**config.mk**
```make
export PLATFORM = sky130hd
export DESIGN_NAME = sound_sequencer
export DESIGN_NICKNAME = d
export VERILOG_FILES = /design/src/rtl/sound_sequencer.sv
export SDC_FILE = /design/constraint.sdc
export NUM_CORES = 1
export LEC_CHECK = 0
export BUFFER_PORTS_ARGS = -buffer_cell sky130_fd_sc_hd__buf_4
export CORE_MARGIN = 3
export CORE_UTILIZATION = 56
export CTS_CLUSTER_SIZE = 16
export DETAILED_ROUTE_END_ITERATION = 16
export PLACE_DENSITY = 0.74
export SLEW_MARGIN = 30
export SYNTH_ARGS = -nofsm -noshare
export SYNTH_HDL_FRONTEND = slang
export SYNTH_SLANG_ARGS = --single-unit
```
**constraint.sdc**
```tcl
create_clock -name clk -period 2.58 [get_ports clk]
set_input_delay 0.516 -clock clk [delete_from_list [all_inputs] [get_ports clk]]
set_output_delay 0.516 -clock clk [all_outputs]
set_load 0.02 [all_outputs]
```
**src/rtl/sound_sequencer.sv**
```systemverilog
// Sound-effect sequencer: arbitrates one-cycle game events by priority and steps a
// fixed per-effect note pattern, timed in VGA frames, into a shared tone generator.
module sound_sequencer #(
    parameter int PERIOD_W    = 8,
    parameter int FRAME_SCALE = 1
) (
    input  logic                clk,
    input  logic                rst_n,
    input  logic                vsync,
    input  logic                failure,
    input  logic                success,
    input  logic                eat,
    input  logic                tick,
    input  logic                mute,
    output logic                tone_en,
    output logic [PERIOD_W-1:0] tone_period,
    output logic                busy,
    output logic [1:0]          active_sfx
);
    typedef enum logic [0:0] {IDLE = 1'b0, PLAY = 1'b1} state_t;

    state_t              state_r, state_nx_s;
    logic [1:0]          step_r, step_nx_s;
    logic [5:0]          count_r, count_nx_s;
    logic [PERIOD_W-1:0] period_r, period_nx_s;
    logic                busy_r, busy_nx_s;
    logic [1:0]          sfx_r, sfx_nx_s;
    logic                en_r, en_nx_s;
    logic                vsync_r;
    logic                edge_s, ev_any_s, accept_s;
    logic [1:0]          win_s;

    function automatic logic [7:0] rom_period(input logic [1:0] sfx, input logic [1:0] step);
        logic [7:0] p;
        case ({sfx, step})
            4'b00_00: p = 8'd119;
            4'b01_00: p = 8'd159;
            4'b01_01: p = 8'd119;
            4'b10_00: p = 8'd239;
            4'b10_01: p = 8'd190;
            4'b10_10: p = 8'd159;
            4'b10_11: p = 8'd119;
            4'b11_00: p = 8'd159;
            4'b11_01: p = 8'd190;
            4'b11_10: p = 8'd213;
            4'b11_11: p = 8'd239;
            default:  p = 8'd0;
        endcase
        return p;
    endfunction

    function automatic logic [3:0] rom_units(input logic [1:0] sfx, input logic [1:0] step);
        logic [3:0] u;
        case ({sfx, step})
            4'b00_00: u = 4'd1;
            4'b01_00: u = 4'd3;
            4'b01_01: u = 4'd3;
            4'b10_00: u = 4'd4;
            4'b10_01: u = 4'd4;
            4'b10_10: u = 4'd4;
            4'b10_11: u = 4'd8;
            4'b11_00: u = 4'd6;
            4'b11_01: u = 4'd6;
            4'b11_10: u = 4'd6;
            4'b11_11: u = 4'd12;
            default:  u = 4'd1;
        endcase
        return u;
    endfunction

    function automatic logic [1:0] rom_last(input logic [1:0] sfx);
        logic [1:0] l;
        case (sfx)
            2'd0:    l = 2'd0;
            2'd1:    l = 2'd1;
            default: l = 2'd3;
        endcase
        return l;
    endfunction

    // Step duration in frame edges; 12 units * scale 4 still fits in 6 bits.
    function automatic logic [5:0] frames(input logic [3:0] units);
        return 6'(units) * 6'(FRAME_SCALE);
    endfunction

    // Frame-edge detect and priority arbitration; equal priority re-triggers.
    always_comb begin
        edge_s   = vsync & ~vsync_r;
        ev_any_s = failure | success | eat | tick;
        if (failure) begin
            win_s = 2'd3;
        end else if (success) begin
            win_s = 2'd2;
        end else if (eat) begin
            win_s = 2'd1;
        end else begin
            win_s = 2'd0;
        end
        accept_s = ev_any_s & ((state_r == IDLE) | (win_s >= sfx_r));
    end

    // Next-state logic: an accepted event overrides any frame edge in the same cycle.
    always_comb begin
        state_nx_s  = state_r;
        step_nx_s   = step_r;
        count_nx_s  = count_r;
        period_nx_s = period_r;
        busy_nx_s   = busy_r;
        sfx_nx_s    = sfx_r;
        if (accept_s) begin
            state_nx_s  = PLAY;
            step_nx_s   = 2'd0;
            count_nx_s  = frames(rom_units(win_s, 2'd0));
            period_nx_s = PERIOD_W'(rom_period(win_s, 2'd0));
            busy_nx_s   = 1'b1;
            sfx_nx_s    = win_s;
        end else if ((state_r == PLAY) && edge_s) begin
            if (count_r == 6'd1) begin
                if (step_r == rom_last(sfx_r)) begin
                    state_nx_s = IDLE;
                    busy_nx_s  = 1'b0;
                end else begin
                    step_nx_s   = step_r + 2'd1;
                    count_nx_s  = frames(rom_units(sfx_r, step_r + 2'd1));
                    period_nx_s = PERIOD_W'(rom_period(sfx_r, step_r + 2'd1));
                end
            end else begin
                count_nx_s = count_r - 6'd1;
            end
        end else begin
            state_nx_s = state_r;
        end
        en_nx_s = (state_nx_s == PLAY) & ~mute;
    end

    // State and output registers.
    always_ff @(posedge clk or negedge rst_n) begin
        if (!rst_n) begin
            state_r  <= IDLE;
            step_r   <= 2'd0;
            count_r  <= 6'd0;
            period_r <= '0;
            busy_r   <= 1'b0;
            sfx_r    <= 2'd0;
            en_r     <= 1'b0;
            vsync_r  <= 1'b0;
        end else begin
            state_r  <= state_nx_s;
            step_r   <= step_nx_s;
            count_r  <= count_nx_s;
            period_r <= period_nx_s;
            busy_r   <= busy_nx_s;
            sfx_r    <= sfx_nx_s;
            en_r     <= en_nx_s;
            vsync_r  <= vsync;
        end
    end

    assign tone_en     = en_r;
    assign tone_period = period_r;
    assign busy        = busy_r;
    assign active_sfx  = sfx_r;
endmodule

```
## Word-level counts from Yosys, hierarchy flattened

Memory sizes are Yosys's and may differ from the RTL's.
Cells that the tools add are included.

| cells by class | value |
|---|---|
| bitwise gates (word level) | 10 |
| divide/modulo/power cells | 0 |
| $lt $le $gt $ge | 1 |
| shifts and indexed selects | 0 |
| multiplexer cells | 29 |
| equality and inequality tests | 8 |
| add/sub/neg operators | 2 |
| multiply operators | 0 |
| reduce and logical (&&, ||, !) cells | 10 |

Operators by type and width:

| cell | count |
|---|---|
| $mux W8 | 4 |
| $mux W6 | 4 |
| $pmux W8 S3 | 1 |
| $mux W2 | 9 |
| $pmux W4 S4 | 1 |
| $mux W1 | 9 |
| $eq A6 B1 Y1 const B | 1 |
| $reduce_and A3 Y1 | 2 |
| $reduce_bool A2 Y1 | 3 |
| $sub A6 B1 Y6 const B | 1 |
| $eq A2 B1 Y1 const B | 2 |
| $eq A2 B2 Y1 const B | 2 |
| $logic_not A2 Y1 | 2 |
| $or A1 B1 Y1 | 4 |
| $pmux W2 S2 | 1 |
| $and A1 B1 Y1 | 3 |
| $ne A3 B3 Y1 const B | 1 |
| $not A1 Y1 | 3 |
| $add A2 B1 Y2 const B | 1 |
| $eq A2 B2 Y1 | 1 |
| $ge A2 B2 Y1 | 1 |
| $ne A2 B2 Y1 const B | 1 |
| $reduce_and A2 Y1 | 1 |
| $reduce_or A2 Y1 | 1 |
| $logic_and A1 B1 Y1 | 1 |

| storage, ports and cells | value |
|---|---|
| memories kept | 2 |
| latch bits | 0 |
| input bits | 8 |
| output and inout port bits | 12 |
| memory bits (writable) | 0 |
| flip-flop bits (word level) | 22 |
| bits in read-only memories | 192 |
| logic and storage cells | 70 |

Memories:

| name | depth | bits a word | read ports | clocked after memory_dff | write ports | line | source |
|---|---|---|---|---|---|---|---|
| (name not given) | 16 | 8 | 1 | 0 | 0 | 35 | `case ({sfx, step})` |
| (name not given) | 16 | 4 | 1 | 0 | 0 | 54 | `case ({sfx, step})` |

## Longest topological paths before layout

| logic depth | value |
|---|---|
| depth in word-level cells | 13 |
| gate-level depth with buffers | 9 |
| mapped depth without buffers | 8 |

## Least setup slack after synthesis

Ideal clock, no wire load.

| timing | value |
|---|---|
| path kind | input to register |
| start point | input success |
| end point | register period_r[5] (netlist: tone_period[5]) |
| arrival | 2.108 ns |
| required time | 2.511 ns |
| library setup time | 0.069 ns |
| path slack | 0.403 ns |
| stages on the path | 9 |
| cells stage by stage | inv_1 a21oi_1 ha_1 nand2b_1 a211o_1 and2_1 clkbuf_1 a2111o_1 nand3_1 |

| on the way | value |
|---|---|
| longest elaborated chain between the ends | 7 |
| elaborated cells between the ends (all ways) | 19 |
| those cells by class | order compare: 1; eq/ne: 4; mux: 4; bitwise: 5; reduce/logical: 5 |

RTL lines:

| what | line | source |
|---|---|---|
| from (decl) | 11 | `input logic success,` |
| $mux W2 | 92 | `end else if (success) begin` |
| $mux W2 | 90 | `if (failure) begin` |
| $ge A2 B2 Y1 | 99 | `accept_s = ev_any_s & ((state_r == IDLE) \| (win_s >= sfx_r));` |
| $or A1 B1 Y1 | 99 |  |
| $and A1 B1 Y1 | 99 |  |
| $ne A2 B2 Y1 (no source line) / $reduce_bool A2 Y1 (equally long branches) | - |  |
| $reduce_and A3 Y1 (no source line) | - |  |
| to (signal assigned) | 151 | `period_r <= period_nx_s;` |
| to (decl) | 25 | `logic [PERIOD_W-1:0] period_r, period_nx_s;` |

Parallel ways exist; a longest one is shown, timed or not. The select of a mux whose other input is x is not followed.
A chain may end at the register's enable or synchronous reset.

## Worst setup path after layout

| timing | value |
|---|---|
| start point | register sfx_r[1] (netlist: active_sfx[1]) |
| end point | register period_r[3] (netlist: tone_period[3]) |

| on the way | value |
|---|---|
| longest elaborated chain between the ends | 8 |
| elaborated cells between the ends (all ways) | 19 |
| those cells by class | order compare: 1; eq/ne: 3; mux: 8; bitwise: 2; reduce/logical: 4; memory: 1 |

RTL lines:

| what | line | source |
|---|---|---|
| from (decl) | 27 | `logic [1:0] sfx_r, sfx_nx_s;` |
| from (signal assigned) | 153 | `sfx_r <= sfx_nx_s;` |
| $eq A2 B1 Y1 / $logic_not A2 Y1 (equally long branches) | 73 | `case (sfx)` |
| $pmux W2 S2 | 73 |  |
| $mux W2 | 118 | `if (count_r == 6'd1) begin` |
| $mux W2 | 117 | `end else if ((state_r == PLAY) && edge_s) begin` |
| $mux W2 | 110 | `if (accept_s) begin` |
| $eq A2 B2 Y1 | 119 | `if (step_r == rom_last(sfx_r)) begin` |
| $ne A2 B2 Y1 (no source line) | - |  |
| $reduce_and A3 Y1 (no source line) | - |  |

Parallel ways exist; a longest one is shown, timed or not. The select of a mux whose other input is x is not followed.

==> flow_summary.ini <==
[critical_path]
required_ns = 2.86
timing.rr.end = tone_period[3]
r2r-start = active_sfx[1]
reg2reg_slack_ns = 0.28
critPathBufInv = 1
startpoint = active_sfx[1]
critPathMaxFanout = 16
crit_chain = inv_1 > ha_1 > a211o_1 > a221o_1 > o21ai_0 > mux2_1
slowest_delay_ns = 0.71
crit_family = compound AO/OA/AOI/OAI gates
cp-start-kind = flip-flop
path_class = reg2reg
reg2reg_depth = 6
crit_arrival_ns = 2.58
cp_slowest_cell = dfrtp_1
end_kind = flip-flop

[power_and_ir_drop]
comb_power_share_pct = 47.8
power_density_mw_per_mm2 = 968.3
share_seq_of_total_power_pct = 34.8
switchingPower_uw = 661.8
swShare_pct = 42.31
p_clk_share_pct = 17.4
p_leak_nw = 0.7115
p_int_uw = 902.3
vdd_drop_max_mv = 0.6749

[global_route]
grt.overflow.total = 0
grt_max_degree = 23
grt_pass1_wl_mm = 5.423
grtUsageTotal_pct = 21.40
grt_pass1_vias = 1231
antenna_found_initial = 0

[placed_design]
place.gp.congestion = 0.8762
dp_hpwl_mm = 2.302
port-buffer-count = 19

[clock_network]
post_cts_buffers = 0
cts_buffers = 3
cts.path.max_buffers = 2
htreeDepth = 1
cts_hold_buf = 0
worst_skew_pair.late_latency_ns = 0.33
cts_root_buf = clkbuf_4
cts_sinks = 22
cts_tree = yes
ctsResizeCount = 0
clk_pin_slew_ns = 0.13

[synthesis]
synth-main-ff-cell = dfrtp_1
yosys-top-cells-area = dfrtp_1 (40%), ha_1 (8.1%), a21oi_1 (4.3%)
synth-seq-area-share_pct = 39.71
synth_cells = 149
yosysWarningCount = 0
synth-seq-cells = 22
netlist-cell-type-count = 40
synth_edf_count = 0
postSynthAreaPerCell_um2 = 9.304
ys_async_sr_fraction_pct = 100.0
synth_nets = 166
yosysTopAreaCellShare_pct = 39.71
syn-cell-area_mm2 = 0.001386
yosysTopAreaCell = dfrtp_1

[route]
ant_nets = 0
firstDrtPassIters = 6
initialDrtViolationCount = 32
vias = 1184
routed_via_density = 6.010
drc = 0
totalWireLength_mm = 3.075
wire_per_inst_um = 15.61

[sta]
timing.fmax_ghz = 0.4344
worstMarginPinSlew_ns = 0.5422
slew_viol_final = 0
finalHoldViolations = 0
maxSlewHeadroom_pct = 63.85
min_period_over_period_pct = 89.23
setup_viol_count_final = 0
grt_setup_unrepaired = false
fin_worst_skew_ns = 0.009953
finalSetupTns_ns = 0
post-route-min-period_ns = 2.302

[finish]
fillers = 174
drive_gt1_share_pct = 20.71
n_antenna_cell = 0
layout_commonest_cell = buf_4
nets = 187
final_util_pct = 70.97
syn_to_final_growth_pct = 16.52
mostFrequentLayoutCells = buf_4 (24), dfrtp_1 (22), nand2_1 (16)

[die]
start_util_pct = 60.91
num_rows = 17
die_h_um = 55.76
die-area_mm2 = 0.003109
coreArea_mm2 = 0.002276
ios = 20
dieWidth_um = 55.76

[run]
cap_violations = 0

[run_status]
status = completed

[min_path]
hold_class = in2async
-- logic make-up after synthesis --
family / count (synthesis) / synth area share, %
xor+xnor: 2 / 1.264
simple gates: 48 / 18.05
fa+ha+maj: 9 / 8.123
flops: 22 / 39.71
mux: 8 / 6.137
buf+inv: 16 / 4.963
compound gates: 44 / 21.75
-- how the worst max path moves through the flow --
| stage | endpoint | slack [ns] | depth (start not counted) |
|---|---|---|---|
| after floorplan | tone_period[5] | 0.40 | 9 |
| after CTS | tone_period[3] | 0.32 | 6 |
| after global routing | tone_period[3] | 0.11 | 6 |
| final | tone_period[3] | 0.28 | 6 |
| after detailed placement | tone_period[3] | 0.20 | 8 |
| after global placement | tone_period[3] | 0.22 | 8 |
-- metal layers --
metal / vias to the layer above / track usage, % / routed length, um
li1: 576 / - / -
met5: - / 0 / 0
met4: 0 / 8.333 / 60
met2: 39 / 36.49 / 1526
met3: 9 / 3.016 / 138
met1: 560 / 27.19 / 1349
-- synthesized netlist by cell type, types with 2 or more instances --
cell / n
nor2_1: 8
clkbuf_1: 5
dfrtp_1: 22
inv_1: 8
nor4b_1: 2
nand3_1: 7
a211oi_1: 2
mux2i_1: 4
or3_1: 2
a211o_1: 5
nor2b_1: 2
o22ai_1: 2
nor3_1: 3
and2_1: 3
nand2_1: 16
mux2_1: 2
o211ai_1: 2
o21ai_0: 10
a21oi_1: 12
a21boi_0: 2
ha_1: 9
mux2_2: 2
a311oi_1: 2
-- worst reg2reg max path, cell delays in order (launching register included) --
cell and delay (ns):
dfrtp_1 0.71, inv_1 0.20, ha_1 0.33, a211o_1 0.31, a221o_1 0.36, o21ai_0 0.19, mux2_1 0.16
-- area by class of cell --
class	count	area [um2]	area share [%]
multi-input combinational	111	767.0	47.48
sequential	22	550.5	34.08
timing repair buffer	24	180.2	11.15
tap	28	35.03	2.169
clock inverter	1	30.03	1.859
inverter	8	30.03	1.859
clock buffer	3	22.52	1.394
-- state kept, by name (all words and copies together), names as in the netlist --
register	flops
tone_period	8
count_r	6
active_sfx	2
step_r	2
busy	1
state_r	1
tone_en	1
vsync_r	1
-- power groups by stage --
stage | Sequential, mW | Combinational [mW] | Clock (mW)
3_5_place_dp | 0.547 | 0.739 | 0
2_1_floorplan | 0.566 | 0.480 | 0
6_report | 0.544 | 0.748 | 0.272
4_1_cts | 0.541 | 0.744 | 0.272
5_1_grt | 0.558 | 0.825 | 0.291
3_3_place_gp | 0.539 | 0.723 | 0
-- per-stage QoR --
stage / hold WS, ns / total power, mW / instance area, um2 / worst slack (ns) / cells
after floorplan: 0.2204 / 1.045 / 1386 / 0.4032 / 149
after global routing: 0.05804 / 1.674 / 1615 / 0.1143 / 197
after detailed placement: 0.4208 / 1.286 / 1563 / 0.2019 / 193
final: 0.05126 / 1.564 / 1615 / 0.2777 / 197
after CTS: 0.05920 / 1.558 / 1615 / 0.3151 / 197
after global placement: 0.4162 / 1.262 / 1563 / 0.2203 / 193
Power figures use the tool's default switching activity.
